<file path="config.mk">
export PLATFORM = sky130hd
export DESIGN_NAME = instr_prefetch_buffer
export DESIGN_NICKNAME = d
export VERILOG_FILES = /design/src/rtl/instr_prefetch_buffer.sv
export SDC_FILE = /design/constraint.sdc
export NUM_CORES = 1
export LEC_CHECK = 0
export CORE_MARGIN = 2
export CORE_UTILIZATION = 40
export DETAILED_ROUTE_END_ITERATION = 10
export PLACE_DENSITY = 0.71
export SYNTH_ARGS = -nofsm -noshare
export SYNTH_HDL_FRONTEND = slang
export SYNTH_SLANG_ARGS = --single-unit
</file>
<file path="constraint.sdc">
create_clock -name clk -period 3.6 [get_ports clk]
set_clock_uncertainty 0.1 [all_clocks]
set_input_delay 0.72 -clock clk [delete_from_list [all_inputs] [get_ports clk]]
set_output_delay 0.72 -clock clk [all_outputs]
set_load 0.005 [all_outputs]
</file>
<file path="src/rtl/instr_prefetch_buffer.sv">
// -----------------------------------------------------------------------------
// instr_prefetch_buffer
//
// Instruction fetch stage placed directly in front of the core's instruction
// input. It issues sequential word fetches on the instruction memory bus,
// keeps the returned words together with their PCs in a small in-order FIFO,
// and hands one instruction at a time to the core over a valid/ready
// handshake. A redirect flushes the FIFO, marks every in-flight response as
// stale and restarts fetching at the new (word-aligned) PC.
//
// Ports:
//   clk, rst_n        clock, asynchronous active-low reset
//   mem_req_o         fetch request (held stable with its address until grant)
//   mem_addr_o        word-aligned fetch address
//   mem_gnt_i         request accepted this cycle
//   mem_rvalid_i      in-order response valid
//   mem_rdata_i       response instruction word
//   instr_valid_o     FIFO head valid (forced low during a redirect)
//   instr_o           FIFO head instruction
//   instr_pc_o        PC of the FIFO head
//   instr_ready_i     core consumes the head when high with instr_valid_o
//   redirect_i        flush and restart fetch
//   redirect_pc_i     new fetch PC, bits [1:0] ignored
//   count_o           number of valid FIFO entries
// -----------------------------------------------------------------------------
module instr_prefetch_buffer #(
  parameter int unsigned           ADDR_WIDTH = 32,
  parameter int unsigned           DAT_WIDTH  = 32,
  parameter int unsigned           DEPTH      = 4,
  parameter logic [ADDR_WIDTH-1:0] RESET_PC   = '0
) (
  input  logic                     clk,
  input  logic                     rst_n,

  output logic                     mem_req_o,
  output logic [ADDR_WIDTH-1:0]    mem_addr_o,
  input  logic                     mem_gnt_i,
  input  logic                     mem_rvalid_i,
  input  logic [DAT_WIDTH-1:0]     mem_rdata_i,

  output logic                     instr_valid_o,
  output logic [DAT_WIDTH-1:0]     instr_o,
  output logic [ADDR_WIDTH-1:0]    instr_pc_o,
  input  logic                     instr_ready_i,

  input  logic                     redirect_i,
  input  logic [ADDR_WIDTH-1:0]    redirect_pc_i,

  output logic [$clog2(DEPTH):0]   count_o
);

  localparam int unsigned PtrW = $clog2(DEPTH);
  localparam int unsigned CntW = PtrW + 1;

  // ---------------------------------------------------------------------------
  // State
  // ---------------------------------------------------------------------------
  logic                  started_q;
  logic [ADDR_WIDTH-1:0] fetch_pc_q, fetch_pc_d;
  // PC of the next response that will be accepted into the FIFO.
  logic [ADDR_WIDTH-1:0] resp_pc_q, resp_pc_d;
  logic [PtrW-1:0]       wptr_q, wptr_d;
  logic [PtrW-1:0]       rptr_q, rptr_d;
  logic [CntW-1:0]       count_q, count_d;
  logic [CntW-1:0]       inflight_q, inflight_d;
  logic [CntW-1:0]       discard_q, discard_d;

  logic [ADDR_WIDTH-1:0] pc_mem_q    [DEPTH];
  logic [DAT_WIDTH-1:0]  instr_mem_q [DEPTH];

  // ---------------------------------------------------------------------------
  // Handshake decode
  // ---------------------------------------------------------------------------
  logic [CntW:0]         occupancy;
  logic                  has_credit;
  logic                  gnt_fire;
  logic                  push;
  logic                  pop;
  logic [ADDR_WIDTH-1:0] redirect_pc_aligned;
  logic                  unused_redirect_pc_bits;

  // Stale in-flight responses still hold credit, so a push can never find
  // the FIFO full.
  assign occupancy  = {1'b0, count_q} + {1'b0, inflight_q};
  assign has_credit = occupancy < (CntW + 1)'(DEPTH);

  // Credit cannot drop while a request waits: pops only free space and a
  // push moves one unit from inflight to count.
  assign mem_req_o  = started_q & ~redirect_i & has_credit;
  assign mem_addr_o = fetch_pc_q;
  assign gnt_fire   = mem_req_o & mem_gnt_i;

  assign instr_valid_o = (count_q != '0) & ~redirect_i;
  assign instr_o       = instr_mem_q[rptr_q];
  assign instr_pc_o    = pc_mem_q[rptr_q];
  assign count_o       = count_q;

  assign pop  = instr_valid_o & instr_ready_i;
  // Responses arriving in a redirect cycle, or while stale ones remain, are dropped.
  assign push = mem_rvalid_i & ~redirect_i & (discard_q == '0);

  assign redirect_pc_aligned     = {redirect_pc_i[ADDR_WIDTH-1:2], 2'b00};
  assign unused_redirect_pc_bits = ^redirect_pc_i[1:0];

  // ---------------------------------------------------------------------------
  // Next-state logic
  // ---------------------------------------------------------------------------
  always_comb begin
    fetch_pc_d = fetch_pc_q;
    resp_pc_d  = resp_pc_q;
    wptr_d     = wptr_q;
    rptr_d     = rptr_q;
    count_d    = count_q;
    discard_d  = discard_q;
    inflight_d = inflight_q + CntW'(gnt_fire) - CntW'(mem_rvalid_i);

    if (redirect_i) begin
      fetch_pc_d = redirect_pc_aligned;
      resp_pc_d  = redirect_pc_aligned;
      wptr_d     = '0;
      rptr_d     = '0;
      count_d    = '0;
      // Everything still outstanding after this cycle belongs to the old path.
      discard_d  = inflight_d;
    end else begin
      if (gnt_fire) begin
        fetch_pc_d = fetch_pc_q + ADDR_WIDTH'(4);
      end
      if (mem_rvalid_i && (discard_q != '0)) begin
        discard_d = discard_q - CntW'(1);
      end
      if (push) begin
        wptr_d    = wptr_q + PtrW'(1);
        resp_pc_d = resp_pc_q + ADDR_WIDTH'(4);
      end
      if (pop) begin
        rptr_d = rptr_q + PtrW'(1);
      end
      count_d = count_q + CntW'(push) - CntW'(pop);
    end
  end

  // ---------------------------------------------------------------------------
  // Control registers
  // ---------------------------------------------------------------------------
  always_ff @(posedge clk or negedge rst_n) begin
    if (!rst_n) begin
      started_q  <= 1'b0;
      fetch_pc_q <= RESET_PC;
      resp_pc_q  <= RESET_PC;
      wptr_q     <= '0;
      rptr_q     <= '0;
      count_q    <= '0;
      inflight_q <= '0;
      discard_q  <= '0;
    end else begin
      // First edge after reset release enables fetching.
      started_q  <= 1'b1;
      fetch_pc_q <= fetch_pc_d;
      resp_pc_q  <= resp_pc_d;
      wptr_q     <= wptr_d;
      rptr_q     <= rptr_d;
      count_q    <= count_d;
      inflight_q <= inflight_d;
      discard_q  <= discard_d;
    end
  end

  // ---------------------------------------------------------------------------
  // FIFO storage (cleared on reset so the head reads as zero)
  // ---------------------------------------------------------------------------
  always_ff @(posedge clk or negedge rst_n) begin
    if (!rst_n) begin
      for (int i = 0; i < int'(DEPTH); i++) begin
        pc_mem_q[i]    <= '0;
        instr_mem_q[i] <= '0;
      end
    end else if (push) begin
      pc_mem_q[wptr_q]    <= resp_pc_q;
      instr_mem_q[wptr_q] <= mem_rdata_i;
    end
  end

endmodule

</file>
==> flow_results.org <==
** Detailed routing
- Via/cell ratio :: 5.48
- The detail route stage leaves a number of antenna-violating nets equal to 0.
- After the first detailed-routing iteration, the DRC count stood at 333.
- # DRC :: 0
- Router iterations before antenna repair :: 5
- Overall routed net length :: 33.7 mm
- Drt wl/cell :: 19.3 um
- Vias after detailed routing :: 9539

** Synth
- In this run, synthesis produced a sequential element count of 322.
- A synthesized cell averages 13.7 sq um.
- The synthesized design devotes to its leading area cell type 54.1% of total area.
- After synthesis, the cell types taking the most area are dfrtp_1 (54%), mux2_2 (19%), mux4_2 (9.4%).
- Compound-Gate Fraction of Synth Area :: 3.83%
- Summing the areas of all xor and xnor instances in the mapped netlist gives 2.35% of the synthesized area.
- The synthesized netlist devotes 1.45% of its cell area to adder and majority cells.
- dfrtp_1 takes more of the synthesized area than any other cell.
- For this run, asynchronously set or reset flops after synthesis account for 100%.
- By area, the combinational part of the netlist is dominated by multiplexers.
- Of the synthesized area, sequential elements account for 54.1%.
- Yosys synthesis warning count :: 0
- In the synthesized netlist, the number of instances is 1088.
- In this run, synthesis inferred 0 flip-flops with an integrated enable.
- Simple-gate portion of the synthesized area :: 7.33%
- Measured against the total synthesized area, the mux share comes to 28.3%.
- In the synthesized netlist the dominant register cell turns out to be dfrtp_1.
- The synthesized netlist occupies a cell area of 0.0149 sq mm.
- Count of cell types in the netlist :: 52

** Timing
- In this run the tightest slew margin relative to its limit is 40.7%.
- Max-slew violation count :: 0
- Final worst path period share :: 93.1%
- Least-Margin Pin Slew :: 0.890 ns
- Setup Viol. Count Final :: 0
- Fmax :: 0.298 GHz
- For the final routed database, the setup TNS stands at 0 ns.
- The number of hold-slack violations in the final timing report is 0.
- Min setup slack post-route :: 0.249 ns
- Setup repair after global routing missed its margin :: no
- For the finished layout, the period the worst path requires is 3.35 ns.
- Final hold analysis gives a worst-case slack of 0.205 ns.

** CTS
- The number of clock buffers added by TritonCTS is 36.
- The clock reaches the later pin of the worst-skew pair after 0.52 ns.
- Number of levels in the clock H-tree :: 2
- CTS Hold Buffers Added :: 0
- Root buf cell :: clkbuf_16
- In this run the deepest clock path goes through 3 buffers.
- The tree built by TritonCTS fans out to 322 sinks.
- After clock tree synthesis, the repair step resized 0 gates.
- Clock transition at the registers of the reported paths :: 0.06 ns
- Post-CTS timing repair inserted 0 buffers for setup.
- Clock tree from TritonCTS :: built

** Worst setup path
- The worst setup path is captured at a primary output.
- Setup CP Type :: reg2out
- Walking the worst path, the cells encountered are buf_4 > mux4_2 > clkdlybuf4s50_1.
- Slowest cell on the critical path :: dfrtp_4
- Type of origin of the critical path :: flip-flop
- STA puts the critical path data required time at 2.78 ns.
- Of all nets on the critical path, the largest fanout is 18.
- At the worst endpoint, the arrival time is 2.53 ns.
- Slowest stage delay, CP :: 0.68 ns

** Placed design
- Buffers placed on the I/O ports in this run total 164.
- In this run, placement finished with an instance count of 1677.
- OpenSTA, run right after detailed placement, puts the worst setup slack at 0.430 ns.
- At the end of routability-driven placement, the weighted congestion stood at 0.840.
- Detailed placer's ending HPWL :: 22.4 mm
- Instance area after placement :: 0.0172 sq mm

** Global routing
- The first global-routing pass estimated 55.2 mm of wire.
- Vias in the first global route :: 10200
- For this run, the total global-route usage over all layers was measured as 17.8%.
- Entering global routing, the biggest net connects 113 pins.
- The number of antenna violations at the first check in global routing is 0.
- For this run the aggregate overflow at the end of global routing stands at 0.

** Power
- The clock network burns 29.8% of the power.
- Proportion of power drawn by flip-flops and latches :: 40.0%
- Total power :: 12.2 mW
- In this run the power spent charging and discharging nets is 3.28 mW.
- Power spread over the standard cell area amounts to 664 mW/mm^2.
- Of the total power, the share spent switching nets is 26.8%.
- Combinational logic burns 30.2% of the power.
- Internal power consumption :: 8.95 mW
- VDD sags by at most 0.300 mV.
- Summed over all cells, the static leakage comes to 8.16 nW.

** Cells and area
- Post-route cell area :: 0.0184 sq mm
- Measured on the finished design, the core utilization comes to 50.3%.
- The finished layout holds 1742 standard cells, fillers aside.
- The layout has 3139 filler cells.
- In the final layout, the share of cells above drive strength 1 is 33.1%.
- For this run, the post-layout net count is 1333.
- From synthesis to final layout, the design area changed by 23.7%.
- Inserted Diodes :: 0

** Floorplan
- The floorplan has 70 rows.
- The core region is 0.0366 sq mm.
- DIE AREA :: 0.0388 sq mm
- Boundary pin count :: 171
- Die outline width :: 197 um
- Die Height :: 197 um
- Effective utilization at floorplan :: 40.7%

** Min path
- In this run the worst hold path is classified as in2async.

** Flow run
- Number of maximum-capacitance violations :: 0

** Run status
- The run finished with clean final reports.
[placed cells by master (no fill, tap or decap), types with 13 or more instances in the layout]
| cell | count |
|---|---|
| ha_1 | 14 |
| clkbuf_16 | 38 |
| inv_1 | 14 |
| a21oi_1 | 14 |
| buf_12 | 13 |
| nand4_1 | 20 |
| nor2_1 | 28 |
| dfrtp_1 | 320 |
| o21ai_0 | 41 |
| mux2_2 | 250 |
| nand2_1 | 66 |
| nand3_1 | 33 |
| buf_4 | 19 |
| clkdlybuf4s50_1 | 162 |
| xor2_1 | 20 |
| xnor2_1 | 20 |
| mux4_2 | 62 |
[final timing paths]
check,start,end,slack [ns],depth (start not counted)
setup / recovery,rptr_q[0],instr_pc_o[13],0.25,3
hold / removal,rst_n,instr_mem_q[107],0.20,1
max in group asynchronous,rst_n,pc_mem_q[44],2.35,2
min in group clk,pc_mem_q[40],pc_mem_q[40],0.38,2
hold reg to reg,pc_mem_q[40],pc_mem_q[40],0.38,2
setup reg to reg,count_o[1],discard_q[2],0.86,12
[per-layer routing]
metal  wire length, um  vias up  track usage, %
li1                  -     4311               -
met1             15200     4906            24.4
met2             16000      277            29.4
met3              1930       45            3.61
met4               581        0            4.20
met5                 0        -               0
[state kept, by name, indices dropped and copies added (netlist names)]
| signal | cells |
|---|---|
| inflight_q | 3 |
| rptr_q | 2 |
| count_o | 3 |
| discard_q | 3 |
| resp_pc_q | 30 |
| pc_mem_q | 120 |
| mem_addr_o | 30 |
| instr_mem_q | 128 |
| started_q | 1 |
| wptr_q | 2 |
[worst max-delay path: cells and delay by family, from the launching register on]
kind | cells | cell delay, ns
buffers and inverters | 2 | 0.77
DFF | 1 | 0.68
muxes | 1 | 0.55
[power by group through the flow]
stage | logic, mW | registers, mW | clock network, mW
2_1_floorplan | 2.09 | 4.69 | 0
5_1_grt | 4.01 | 5.00 | 3.90
4_1_cts | 3.78 | 4.90 | 3.75
3_3_place_gp | 3.70 | 4.90 | 0
3_5_place_dp | 3.77 | 4.95 | 0
6_report | 3.69 | 4.89 | 3.64
[logic make-up after synthesis]
| family | count (synthesis) |
|---|---|
| AO/OA/AOI/OAI | 95 |
| adder cells (fa/ha/maj) | 16 |
| other | 2 |
| flip-flops | 322 |
| XOR/XNOR | 40 |
| multiplexers | 312 |
| AND/OR/NAND/NOR | 207 |
| buffers and inverters | 94 |
[final cells by class]
class                           count  area, sq um  share of cell area (%)
Inverter                           16         60.1                   0.326
Timing Repair Buffer              196         2040                    11.1
Multi-Input combinational cell    675         6470                    35.1
Clock inverter                      7         73.8                   0.401
Clock buffer                       58         1130                    6.11
Sequential cell                   322         8060                    43.8
Tap cell                          468          586                    3.18
[synthesized netlist by cell type, drive strengths merged, types with 6 or more instances]
library cell,number
dfrtp,322
mux2,250
nand2,70
mux4,62
clkbuf,60
o21ai,45
nand3,33
nor2,28
nand4,21
xnor2,20
xor2,20
buf,18
inv,15
a21oi,14
ha,14
nor3,11
o211ai,11
nor4,9
and3,7
a31oi,6
or4,6
Note: power is estimated with default switching activity, not from simulation.
